## config.mk

```make
export PLATFORM = sky130hd
export DESIGN_NAME = risc_boot_loader
export DESIGN_NICKNAME = d
export VERILOG_FILES = /design/src/rtl/risc_pkg.sv /design/src/rtl/risc_boot_loader.sv
export SDC_FILE = /design/constraint.sdc
export NUM_CORES = 1
export LEC_CHECK = 0
export CAP_MARGIN = 0
export CORE_ASPECT_RATIO = 2
export CORE_MARGIN = 4
export CORE_UTILIZATION = 30
export CTS_CLUSTER_SIZE = 20
export DETAILED_ROUTE_END_ITERATION = 6
export PLACE_DENSITY = 0.58
export SLEW_MARGIN = 20
export SYNTH_ARGS = -nofsm -noshare
export SYNTH_HDL_FRONTEND = slang
export SYNTH_SLANG_ARGS = --single-unit
```

## constraint.sdc

```tcl
create_clock -name clk -period 4.7 [get_ports clk]
set_input_delay 0.94 -clock clk [delete_from_list [all_inputs] [get_ports clk]]
set_output_delay 0.94 -clock clk [all_outputs]
set_load 0.01 [all_outputs]
```

## src/rtl/risc_pkg.sv

```systemverilog
// risc_pkg: shared widths, NOP encoding and loader state enum for the RISC_VI boot path
//   DATA_W_DEF    default core word width
//   OP_NOP        NOP opcode nibble; NOP_WORD_DEF is the full NOP instruction
//   ld_state_t    boot loader FSM states
package risc_pkg;

    localparam int DATA_W_DEF = 16;
    localparam logic [3:0] OP_NOP = 4'hF;
    localparam logic [15:0] NOP_WORD_DEF = {OP_NOP, 12'h000};

    typedef enum logic [2:0] {
        S_IDLE,
        S_HDR,
        S_IMEM,
        S_FILL,
        S_REGS,
        S_PC,
        S_RUN,
        S_ERR
    } ld_state_t;

endpackage

```

## src/rtl/risc_boot_loader.sv

```systemverilog
// risc_boot_loader: streams a program image into IMEM, register file and PC, then starts the core
//   clk, reset                 core clock, async active-high reset
//   start                      pulse to begin a (re)load from IDLE, RUN or ERR
//   s_valid/s_ready/s_data     word stream: header N, N instructions, NREGS registers, PC
//   imem_we/imem_addr/imem_wdata   registered IMEM write port
//   rf_we/rf_addr/rf_wdata         registered register-file write port
//   pc_we/pc_wdata                 registered start-PC load
//   core_reset, core_enable    core held in reset except in RUN
//   busy                       load in progress
//   err                        sticky bad-header flag
module risc_boot_loader
    import risc_pkg::*;
#(
    parameter int DATA_W = DATA_W_DEF,
    parameter int IMEM_DEPTH = 64,
    parameter int NREGS = 8,
    parameter int CLEAR_IMEM = 1,
    parameter logic [DATA_W-1:0] NOP_WORD = DATA_W'(NOP_WORD_DEF)
) (
    input  logic                          clk,
    input  logic                          reset,
    input  logic                          start,
    input  logic                          s_valid,
    output logic                          s_ready,
    input  logic [DATA_W-1:0]             s_data,
    output logic                          imem_we,
    output logic [$clog2(IMEM_DEPTH)-1:0] imem_addr,
    output logic [DATA_W-1:0]             imem_wdata,
    output logic                          rf_we,
    output logic [$clog2(NREGS)-1:0]      rf_addr,
    output logic [DATA_W-1:0]             rf_wdata,
    output logic                          pc_we,
    output logic [DATA_W-1:0]             pc_wdata,
    output logic                          core_reset,
    output logic                          core_enable,
    output logic                          busy,
    output logic                          err
);

    localparam int IMEM_AW = $clog2(IMEM_DEPTH);
    localparam int RF_AW = $clog2(NREGS);
    // one extra bit so the counter can hold N == IMEM_DEPTH without wrapping
    localparam int CW = IMEM_AW + 1;

    ld_state_t state, state_d;
    logic [CW-1:0] cnt, cnt_d, n, n_d;
    logic err_d, imem_we_d, rf_we_d, pc_we_d, acc, hdr_bad;
    logic [IMEM_AW-1:0] imem_addr_d;
    logic [RF_AW-1:0] rf_addr_d;
    logic [DATA_W-1:0] imem_wdata_d, rf_wdata_d, pc_wdata_d;

    // in PC, cnt marks that the PC word was taken; the extra cycle lets
    // core_enable rise one cycle after pc_we
    assign s_ready = (state inside {S_HDR, S_IMEM, S_REGS}) || (state == S_PC && cnt == '0);
    assign busy = !(state inside {S_IDLE, S_RUN, S_ERR});
    assign core_enable = state == S_RUN;
    assign core_reset = !core_enable;
    assign acc = s_valid && s_ready;
    assign hdr_bad = s_data == '0 || s_data > DATA_W'(IMEM_DEPTH);

    always_comb begin
        state_d = state;
        cnt_d = cnt;
        n_d = n;
        err_d = err;
        imem_we_d = 1'b0;
        imem_addr_d = imem_addr;
        imem_wdata_d = imem_wdata;
        rf_we_d = 1'b0;
        rf_addr_d = rf_addr;
        rf_wdata_d = rf_wdata;
        pc_we_d = 1'b0;
        pc_wdata_d = pc_wdata;
        case (state)
            S_IDLE, S_RUN, S_ERR: begin
                if (start) begin
                    state_d = S_HDR;
                    cnt_d = '0;
                    err_d = 1'b0;
                end
            end
            S_HDR: begin
                if (acc) begin
                    state_d = hdr_bad ? S_ERR : S_IMEM;
                    err_d = hdr_bad;
                    n_d = s_data[CW-1:0];
                    cnt_d = '0;
                end
            end
            S_IMEM: begin
                if (acc) begin
                    imem_we_d = 1'b1;
                    imem_addr_d = cnt[IMEM_AW-1:0];
                    imem_wdata_d = s_data;
                    cnt_d = cnt + CW'(1);
                    if (cnt + CW'(1) == n) begin
                        // on the FILL path cnt keeps running from N
                        state_d = (CLEAR_IMEM != 0 && n < CW'(IMEM_DEPTH)) ? S_FILL : S_REGS;
                        cnt_d = (CLEAR_IMEM != 0 && n < CW'(IMEM_DEPTH)) ? n : '0;
                    end
                end
            end
            S_FILL: begin
                imem_we_d = 1'b1;
                imem_addr_d = cnt[IMEM_AW-1:0];
                imem_wdata_d = NOP_WORD;
                cnt_d = (cnt == CW'(IMEM_DEPTH - 1)) ? '0 : cnt + CW'(1);
                state_d = (cnt == CW'(IMEM_DEPTH - 1)) ? S_REGS : S_FILL;
            end
            S_REGS: begin
                if (acc) begin
                    rf_we_d = 1'b1;
                    rf_addr_d = cnt[RF_AW-1:0];
                    rf_wdata_d = s_data;
                    cnt_d = (cnt == CW'(NREGS - 1)) ? '0 : cnt + CW'(1);
                    state_d = (cnt == CW'(NREGS - 1)) ? S_PC : S_REGS;
                end
            end
            S_PC: begin
                if (cnt != '0) begin
                    state_d = S_RUN;
                    cnt_d = '0;
                end else if (acc) begin
                    pc_we_d = 1'b1;
                    pc_wdata_d = s_data;
                    cnt_d = CW'(1);
                end
            end
            default: state_d = S_IDLE;
        endcase
    end

    always_ff @(posedge clk or posedge reset) begin
        if (reset) begin
            state <= S_IDLE;
            cnt <= '0;
            n <= '0;
            err <= 1'b0;
            imem_we <= 1'b0;
            imem_addr <= '0;
            imem_wdata <= '0;
            rf_we <= 1'b0;
            rf_addr <= '0;
            rf_wdata <= '0;
            pc_we <= 1'b0;
            pc_wdata <= '0;
        end else begin
            state <= state_d;
            cnt <= cnt_d;
            n <= n_d;
            err <= err_d;
            imem_we <= imem_we_d;
            imem_addr <= imem_addr_d;
            imem_wdata <= imem_wdata_d;
            rf_we <= rf_we_d;
            rf_addr <= rf_addr_d;
            rf_wdata <= rf_wdata_d;
            pc_we <= pc_we_d;
            pc_wdata <= pc_wdata_d;
        end
    end

endmodule

```

**After elaboration in Yosys (flattened, before gate mapping)**

Cells that the tools add are included.

- Add/sub/neg operators: 1
- Eq/ne operators: 17
- Reductions and logical operators: 22
- Bitwise gates (word level): 1
- Muxes and demuxes: 34
- Order comparisons: 2

Operators with widths:

| kind | number |
|---|---|
| 7-bit two-way mux | 10 |
| 7-bit one-hot mux with 6 select lines | 1 |
| 16-bit one-hot mux with 2 select lines | 1 |
| 3-bit two-way mux | 9 |
| 3-bit one-hot mux with 6 select lines | 1 |
| 16-bit by 7-bit greater-than comparator with 1-bit output (second input constant) | 1 |
| 16-bit logical NOT | 1 |
| 16-bit two-way mux | 1 |
| 3-bit equality test (second input constant) | 4 |
| 6-bit one-hot mux with 2 select lines | 1 |
| 2-bit inequality test (second input constant) | 4 |
| 7-bit by 1-bit adder with 7-bit output (second input constant) | 1 |
| 7-bit by 3-bit equality test with 1-bit output (second input constant) | 1 |
| 7-bit by 6-bit equality test with 1-bit output (second input constant) | 1 |
| 7-bit equality test | 1 |
| 7-bit logical NOT | 1 |
| 7-bit less-than comparator (second input constant) | 1 |
| 1-bit two-way mux | 7 |
| 7-bit nonzero test | 1 |
| 3-bit by 2-bit equality test with 1-bit output (second input constant) | 2 |
| 6-bit two-way mux | 1 |
| 2-bit AND reduction | 3 |
| 3-bit AND reduction | 2 |
| 6-bit AND reduction | 1 |
| 13 further kinds | 20 |

- Word-level logic and storage cells: 89
- Flip-flop bits (word level): 78
- Output and inout bits: 65

**Logic depth before layout (Yosys ltp)**

Gate-level depths: netlist of the first run.

- Depth after elaboration: 7
- Depth in mapped cells: 8

**Worst setup path before layout of the first run**

No wires, ideal clock.

- Path kind: input -> register
- Start: in s_data[4]
- End: reg state[2]
- Arrival time: 2572 ps
- Stages on the path: 6
- Setup slack: 2063 ps
- Path through: or4_1 > or4_1 > a311oi_1 > a21oi_1 > a22oi_1 > o22a_1

- Longest elaborated chain between the ends: 5

Ends and longest elaborated chain:

| element | line | text |
|---|---|---|
| from (decl) | risc_boot_loader.sv:25 | `input logic [DATA_W-1:0] s_data,` |
| 16-bit by 7-bit greater-than comparator with 1-bit output or 16-bit logical NOT (tied branches) | risc_boot_loader.sv:59 | `assign hdr_bad = s_data == '0 \|\| s_data > DATA_W'(IMEM_DEPTH);` |
| 1-bit logical OR * | risc_boot_loader.sv:59 |  |
| 3-bit two-way mux * | risc_boot_loader.sv:84 | `state_d = hdr_bad ? S_ERR : S_IMEM;` |
| 3-bit two-way mux * | risc_boot_loader.sv:83 | `if (acc) begin` |
| 3-bit one-hot mux with 6 select lines * | risc_boot_loader.sv:74 | `case (state)` |
| to (signal assigned) | risc_boot_loader.sv:148 | `state <= state_d;` |
| to (decl) | risc_boot_loader.sv:45 | `ld_state_t state, state_d;` |

Mark *: on every way between the ends. The rest lies on a longest branch, timed or not. The select of a mux whose other input is x is not followed.
A chain may end at the register's enable or synchronous reset.

**Worst setup path in the final report of the first run**

- Start: reg cnt[3]
- End: out s_ready

- Longest elaborated chain between the ends: 3

Ends and longest elaborated chain:

| element | line | text |
|---|---|---|
| from (decl) | risc_boot_loader.sv:46 | `logic [CW-1:0] cnt, cnt_d, n, n_d;` |
| from (signal assigned) | risc_boot_loader.sv:149 | `cnt <= cnt_d;` |
| 7-bit logical NOT | risc_boot_loader.sv:54 | `assign s_ready = (state inside {S_HDR, S_IMEM, S_REGS}) \|\| (state == S_PC && cnt == '0);` |
| 1-bit logical AND | risc_boot_loader.sv:54 |  |
| 1-bit logical OR | risc_boot_loader.sv:54 |  |
| to (decl) | risc_boot_loader.sv:24 | `output logic s_ready,` |

Every way passes these cells.

==> run summary, run 1 <==
• sky130_fd_sc_hd__dfrtp_1 — cell type with the highest aggregate area in the netlist
• 1.59 ns — register-to-register setup slack
• 0.528 — Yosys top cell area share
• 17200 microns — global-route wire length before repair
• 0.285 GHz — maximum clock rate
• sky130_fd_sc_hd__dfrtp_1 — Top FF cell, synth
• output pin — crit end category
• 0.855 — gp weighted congestion
• 0.33 ns — latest clock arrival within the worst-skew pair
• 0 — EDFF count, synth
• 0.226 — share of power burned in the clock network
• 3540 uW — post-route total power
• 3 — # H-tree levels
• sky130_fd_sc_hd__dfrtp_1, sky130_fd_sc_hd__mux2_2, sky130_fd_sc_hd__nand2_1, sky130_fd_sc_hd__o21ai_0, sky130_fd_sc_hd__inv_1 — ranking of synthesized cells by instance count
• 425 — Post-layout nets
• 35.6% — Area Overhead vs Synth
• 0 — drt drc
• 12100 sq um — standard cell core area
• 0 — number of maximum-capacitance violations
• sky130_fd_sc_hd__clkbuf_16 — clock tree root driver cell
• flip-flop — startpoint type of the worst setup path
• 0 — post-CTS setup buffer count
• 0.354 — switching power as a share of total power
• 0.331 — proportion of power drawn by flip-flops and latches
• 11.5 sq um — Syn Area/Cell
• simple AND/OR/NAND/NOR gates — cell family with most CP delay
• 705 nW/um^2 — Pwr per Cell Area
• 0.174 — share of cells above drive strength 1
• 184 — count of routing violations after the opening detailed-route iteration
• 0 — post-CTS resize count
• 351 uV — IR Drop Worst-Case VDD
• 5010 sq um — final std cell area, no fill
• sky130_fd_sc_hd__dfrtp_1, sky130_fd_sc_hd__mux2_2, sky130_fd_sc_hd__nand2_1 — cell types with the largest area share after synthesis
• 1250 uW — switching power
• 2280 uW — Internal Dissipation
• 0 — DRT antenna net count
• 0 — number of warnings issued by yosys
• 0 — hold-fix buffers at CTS
• 0 — count of final hold-check violations
• 3.51 ns — clock period minus worst slack
• 321 — number of instances in the synthesized netlist
• 1.10 ns — actual slew at the worst max-slew pin
• 78 — total of flip-flops plus latches after synthesis
• sky130_fd_sc_hd__or4_4 — Critical-path top delay cell
• 2 — maximum clock insertion buffer count
• 0.00218 uW — leakage power of the design
• 2856 — total number of vias
• 4670 sq um — post-detailed-placement cell area
• 0.305 — starting density of the core
• 3.76 ns — required time at the worst-slack endpoint
• 2.57 ns — CP arrival
• 5.16 — DR vias/cell
• 2 — Worst Hold Depth
• 3700 sq um — combined area of all synthesized cells
• 0.159 — Total GRT Usage
• 7970 microns — half-perimeter wire length after placement
• 7 — worst-case reg-to-reg path depth
• or4_4, nor4_4, or2_2, clkdlybuf4s50_1 — crit-path cells
• built — CTS tree
• 0 — total global routing overflow
• 0.528 — sequential-to-total area share from yosys stat
• 0.00366 ns — largest clock skew in the final design
• 165 microns — height of the chip
• 78 — # clock sinks
• 0 — initial antenna violation count
• 1 — Bufs and invs on worst path
• 4 — length of the first detailed-routing pass in iterations
• no — RSZ-0062 raised after global routing
• 10800 microns — total wirelength of the detailed-routed design
• finished clean — status
• 0 — Final Max Slew Viols
• 0 ns — TNS Setup
• 0.268 — worst-case headroom to the max-slew limit
• 86.5 microns — die extent in x
• 1.00 — proportion of synthesized flip-flops having asynchronous set or reset
• 0.61 ns — Largest stage delay, worst path
• 59 — unique cell type count in the Yosys netlist
• 84 — count of buffers inserted at the top-level ports
• flip-flop to flip-flop — type of the tightest min-delay check
• 14300 sq um — die area
• 57 — number of cell rows
• 9 — critical path peak fanout
• sky130_fd_sc_hd__dfrtp_1 — count leader, synth
• flip-flop to output pin — classification of the worst setup path
• 0 — setup-violating endpoint count in the final report
• 0.06 ns — clock transition at the register clock pins on the worst setup and hold paths after CTS
• 19.5 microns — wire length per cell after detailed routing
• 59 — largest net degree at the start of global routing
• 343 — Syn Nets
• 9 — TritonCTS buffer count
• 0.443 — combinational power share
• 0.746 — final critical-path share of the clock period
• 85 — # IOs
• 3102 — number of global-route vias before repair
• 0 — diode insertion count for antenna repair
• 4 — Crit path depth
-- registers in the layout (all words and copies together) (netlist names), 3 cells and up --
signal / count
rf_addr: 3
imem_addr: 6
imem_wdata: 16
cnt: 7
state: 3
rf_wdata: 16
pc_wdata: 16
n: 7
-- placed cells by master, fill, tap and decap left out, types with 4 or more instances in the layout --
| master | Yosys | layout |
|---|---|---|
| sky130_fd_sc_hd__mux2i_1 | 4 | 4 |
| sky130_fd_sc_hd__o22a_1 | 6 | 6 |
| sky130_fd_sc_hd__a21oi_1 | 13 | 13 |
| sky130_fd_sc_hd__inv_1 | 15 | 14 |
| sky130_fd_sc_hd__clkdlybuf4s50_1 | 0 | 84 |
| sky130_fd_sc_hd__nor2_1 | 14 | 14 |
| sky130_fd_sc_hd__dfrtp_1 | 78 | 78 |
| sky130_fd_sc_hd__o21ai_0 | 16 | 15 |
| sky130_fd_sc_hd__nand2_1 | 29 | 29 |
| sky130_fd_sc_hd__a22o_1 | 12 | 12 |
| sky130_fd_sc_hd__xor2_1 | 6 | 6 |
| sky130_fd_sc_hd__mux2_2 | 41 | 41 |
| sky130_fd_sc_hd__nand3_1 | 5 | 5 |
| sky130_fd_sc_hd__or4_1 | 4 | 4 |
| sky130_fd_sc_hd__clkbuf_16 | 0 | 9 |
| sky130_fd_sc_hd__xnor2_1 | 5 | 5 |
-- power groups by stage --
| stage | Combinational, uW | Sequential [uW] | Clock [uW] |
|---|---|---|---|
| after global routing | 1690 | 1210 | 846 |
| after detailed placement | 1570 | 1180 | 0 |
| after CTS | 1580 | 1170 | 817 |
| after floorplan | 823 | 1180 | 0 |
| final | 1570 | 1170 | 798 |
| after global placement | 1560 | 1170 | 0 |
-- path summary, 6_finish.rpt --
| path | startpoint | endpoint |
|---|---|---|
| hold reg to reg | imem_addr[2] | imem_addr[2] |
| hold / removal | imem_addr[2] | imem_addr[2] |
| max in group asynchronous | reset | rf_wdata[10] |
| setup reg to reg | cnt[0] | cnt[0] |
| setup / recovery | cnt[3] | s_ready |
| min in group asynchronous | reset | rf_wdata[14] |
-- metrics by stage --
step	hold WS (ns)	utilization	instances	setup WS [ns]
floorplan	0.505	-	321	1.76
global placement	0.471	0.385	539	1.46
detailed placement	0.472	0.385	539	1.41
CTS	0.488	0.413	554	1.17
global route	0.513	0.414	554	1.05
finish	0.478	0.414	554	1.19
-- worst register-to-register path, stage by stage, from the launching register on --
cell and delay, ns:
sky130_fd_sc_hd__dfrtp_1 0.50, sky130_fd_sc_hd__ha_1 0.30, sky130_fd_sc_hd__nand2_1 0.13, sky130_fd_sc_hd__or3_1 0.38, sky130_fd_sc_hd__a211oi_1 0.48, sky130_fd_sc_hd__nand4b_1 0.57, sky130_fd_sc_hd__mux2i_1 0.27, sky130_fd_sc_hd__o32a_1 0.36
-- area by class of cell --
| cell class | count | area [sq um] |
|---|---|---|
| fillers | 1189 | 7110 |
| inverters | 16 | 62.6 |
| multi-input cells | 211 | 1610 |
| clock buffers | 10 | 239 |
| clock inverters | 5 | 106 |
| flip-flops and latches | 78 | 1950 |
| well taps | 147 | 184 |
| repair buffers | 87 | 863 |
-- routing by layer --
metal  GRT usage  share of wire  vias up
li1            -              -     1312
met4       0.101          0.054        0
met2       0.292           0.55       76
met3      0.0265          0.035       26
met1       0.163           0.36     1442
met5           0              0        -
-- cell families after synthesis --
group	synth area share
flip-flops	0.528
AO/OA/AOI/OAI	0.148
AND/OR/NAND/NOR	0.105
multiplexers	0.136
buffers and inverters	0.0379
XOR/XNOR	0.0386
adder cells (fa/ha/maj)	0.00676
(Power assumes the default switching activity.)
==> inputs of run 2 (changes only) <==
Settings changed: PLACE_DENSITY 0.58 to 0.6.
Clock period 4.7 ns to 2.8 ns, I/O delays scaled along.
==> run 2 against run 1 <==
Effect of this change:
- power increased by 69%
- setup slack worse by 0.98 ns
- clock-buffer cell count increased by 2
- register-to-register slack worse by 1.3 ns
- first-iteration DRC count is 18% lower
- sequential power increased by 61%
- via count increased by 5.2%
- global-route usage grew 0.38 points
- non-clock buffer count grew 28
- combinational power rose by 81%
- critical endpoint unchanged
- largest cell class unchanged
- highest routed layer unchanged
==> run summary, run 2 (synthesis results as in run 1) <==
• 17600 microns — global-route wire length before repair, +2.5%
• 1188 — FILL cells, -0.084%
• 0.305 — starting density of the core, unchanged
• 69 — largest net degree at the start of global routing, +17%
• sky130_fd_sc_hd__clkbuf_16 — clock tree root driver cell
• 8260 microns — half-perimeter wire length after placement, +3.6%
• 0.225 — share of cells above drive strength 1, +0.0508
• 582 — final cell count without fillers, +5.1%
• 8 — worst-case reg-to-reg path depth, +1
• 14300 sq um — die area, unchanged
• 5960 uW — post-route total power, +69%
• 84 — count of buffers inserted at the top-level ports, unchanged
• 542 uV — IR Drop Worst-Case VDD, +54%
• 1140 nW/um^2 — Pwr per Cell Area, +62%
• 86.5 microns — die extent in x, unchanged
• built — CTS tree
• 2110 uW — switching power, +69%
• 0.521 ns — actual slew at the worst max-slew pin, -0.577 ns
• 3204 — number of global-route vias before repair, +3.3%
• 18.9 microns — wire length per cell after detailed routing, -2.9%
• 150 — count of routing violations after the opening detailed-route iteration, -18%
• 5 — critical path peak fanout, -4
• 0 — setup-violating endpoint count in the final report, unchanged
• 12100 sq um — standard cell core area, unchanged
• flip-flop to output pin — classification of the worst setup path
• 0 — Final Max Slew Viols, unchanged
• 0.00439 ns — largest clock skew in the final design, +0.000729 ns
• 2.24 ns — required time at the worst-slack endpoint, -1.52 ns
• 0 — hold-fix buffers at CTS, unchanged
• 453 — Post-layout nets, +6.6%
• 0.00231 uW — leakage power of the design, +5.9%
• 566 — Cells after DPL, +5.0%
• 0.651 — worst-case headroom to the max-slew limit, +0.383
• 4 — length of the first detailed-routing pass in iterations, unchanged
• 0.386 GHz — maximum clock rate
• 2 — maximum clock insertion buffer count, unchanged
• 2.03 ns — CP arrival, -0.54 ns
• 0 — diode insertion count for antenna repair, unchanged
• s_ready — CP Capture Point
• 4880 sq um — post-detailed-placement cell area, +4.6%
• 2.59 ns — clock period minus worst slack
• 0.316 — proportion of power drawn by flip-flops and latches, -0.015
• 0.430 — core utilization of the finished layout, +0.0160
• 0 — drt drc, unchanged
• 0.883 — gp weighted congestion, +3.3%
• 0.476 — combinational power share, +0.033
• 165 microns — height of the chip, unchanged
• cnt[4] — launch point of the worst path
• 0 — initial antenna violation count, unchanged
• 3 — # H-tree levels, unchanged
• primary input to async pin — type of the tightest min-delay check
• flip-flop — startpoint type of the worst setup path
• 0.06 ns — clock transition at the register clock pins on the worst setup and hold paths after CTS, about the same
• 0 — DRT antenna net count, unchanged
• 0 — count of final hold-check violations, unchanged
• 3850 uW — Internal Dissipation, +68%
• sky130_fd_sc_hd__clkdlybuf4s50_1, sky130_fd_sc_hd__dfrtp_1, sky130_fd_sc_hd__mux2_2 — commonest non-fill, non-tap cells in the layout
• sky130_fd_sc_hd__clkdlybuf4s50_1 — leading cell type in the layout, fill and taps excluded
• 40.8% — Area Overhead vs Synth
• finished clean — status
• output pin — crit end category
• 0.208 — share of power burned in the clock network, -0.018
• 0 — total global routing overflow, unchanged
• cnt[0] — FF-to-FF Start
• 0.925 — final critical-path share of the clock period
• 0 — number of maximum-capacitance violations, unchanged
• 85 — # IOs, unchanged
• 0.355 — switching power as a share of total power, +0.000611
• 0.163 — Total GRT Usage, +0.00382
• 78 — # clock sinks, unchanged
• 11000 microns — total wirelength of the detailed-routed design, +2.1%
• 9 — TritonCTS buffer count, unchanged
• 0.31 ns — register-to-register setup slack, -1.28 ns
• imem_wdata x16, pc_wdata x16, rf_wdata x16 — registers with the most flip-flops
• 57 — number of cell rows, unchanged
• 3005 — total number of vias, +5.2%
• 5.16 — DR vias/cell, +0.16%
• no — RSZ-0062 raised after global routing
• cnt[0] — endpoint of the most critical register-to-register path
• 0.33 ns — latest clock arrival within the worst-skew pair, about the same
• 5210 sq um — final std cell area, no fill, +3.9%
==> run 2: final cells by class <==
cell class	count	area (sq um)	share of cell area
flip-flops and latches	78	1950	0.375
multi-input cells	211	1610	0.309
repair buffers	115	1080	0.208
clock buffers	12	246	0.0473
well taps	147	184	0.0353
clock inverters	3	68.8	0.0132
inverters	16	61.3	0.0118
==> run 2: worst min-delay path by stage <==
stage	start	endpoint	slack, ns	cells after the start
6_report	reset	rf_we	0.45	2
5_1_grt	reset	imem_we	0.47	2
4_1_cts	reset	rf_we	0.45	2
3_5_place_dp	imem_addr[4]	imem_addr[4]	0.48	2
3_3_place_gp	imem_addr[3]	imem_addr[3]	0.47	2
2_1_floorplan	n[5]	n[5]	0.51	1
==> run 2: power by group through the flow <==
stage	sequential, uW	clock, uW	combinational (uW)
after global placement	1890	0	2820
after CTS	1890	1270	2870
after floorplan	1980	0	1380
after global routing	1940	1320	3070
final	1880	1240	2840
after detailed placement	1900	0	2840
==> run 2: stage by stage <==
stage                     setup slack (ns)  hold WS, ns  setup TNS [ns]
after global placement             -0.0238        0.469         -0.0238
after detailed placement           -0.0728        0.484         -0.0728
after CTS                            0.191        0.453               0
after floorplan                      0.245        0.505               0
after global routing                0.0992        0.474               0
final                                0.211        0.454               0
==> run 2: repair_timing <==
item,4_1_cts,5_1_grt
hold endpoints to repair,0,0
buffers inserted,1,0
setup endpoints to repair,1,0
resized for setup,3,0
==> run 2: routing by layer <==
metal | wire length (microns) | GRT usage | vias to the layer above
li1 | - | - | 1374
met1 | 4100 | 0.178 | 1523
met4 | 510 | 0.0950 | 0
met2 | 5960 | 0.286 | 81
met3 | 454 | 0.0339 | 27
met5 | 0 | 0 | -
==> run 2: critical path: stages (launching register included) <==
cell and delay [ns]:
sky130_fd_sc_hd__dfrtp_2 0.44, sky130_fd_sc_hd__or4_4 0.56, sky130_fd_sc_hd__nor4_4 0.26, sky130_fd_sc_hd__or2_4 0.17
sky130_fd_sc_hd__dlygate4sd2_1 0.26
==> inputs of run 3 (changes only) <==
Settings changed: ABC_CLOCK_PERIOD_IN_PS from default to 2800.
==> results of run 3 <==
No change in the layout: final DEF, timing and power equal those of run 2.
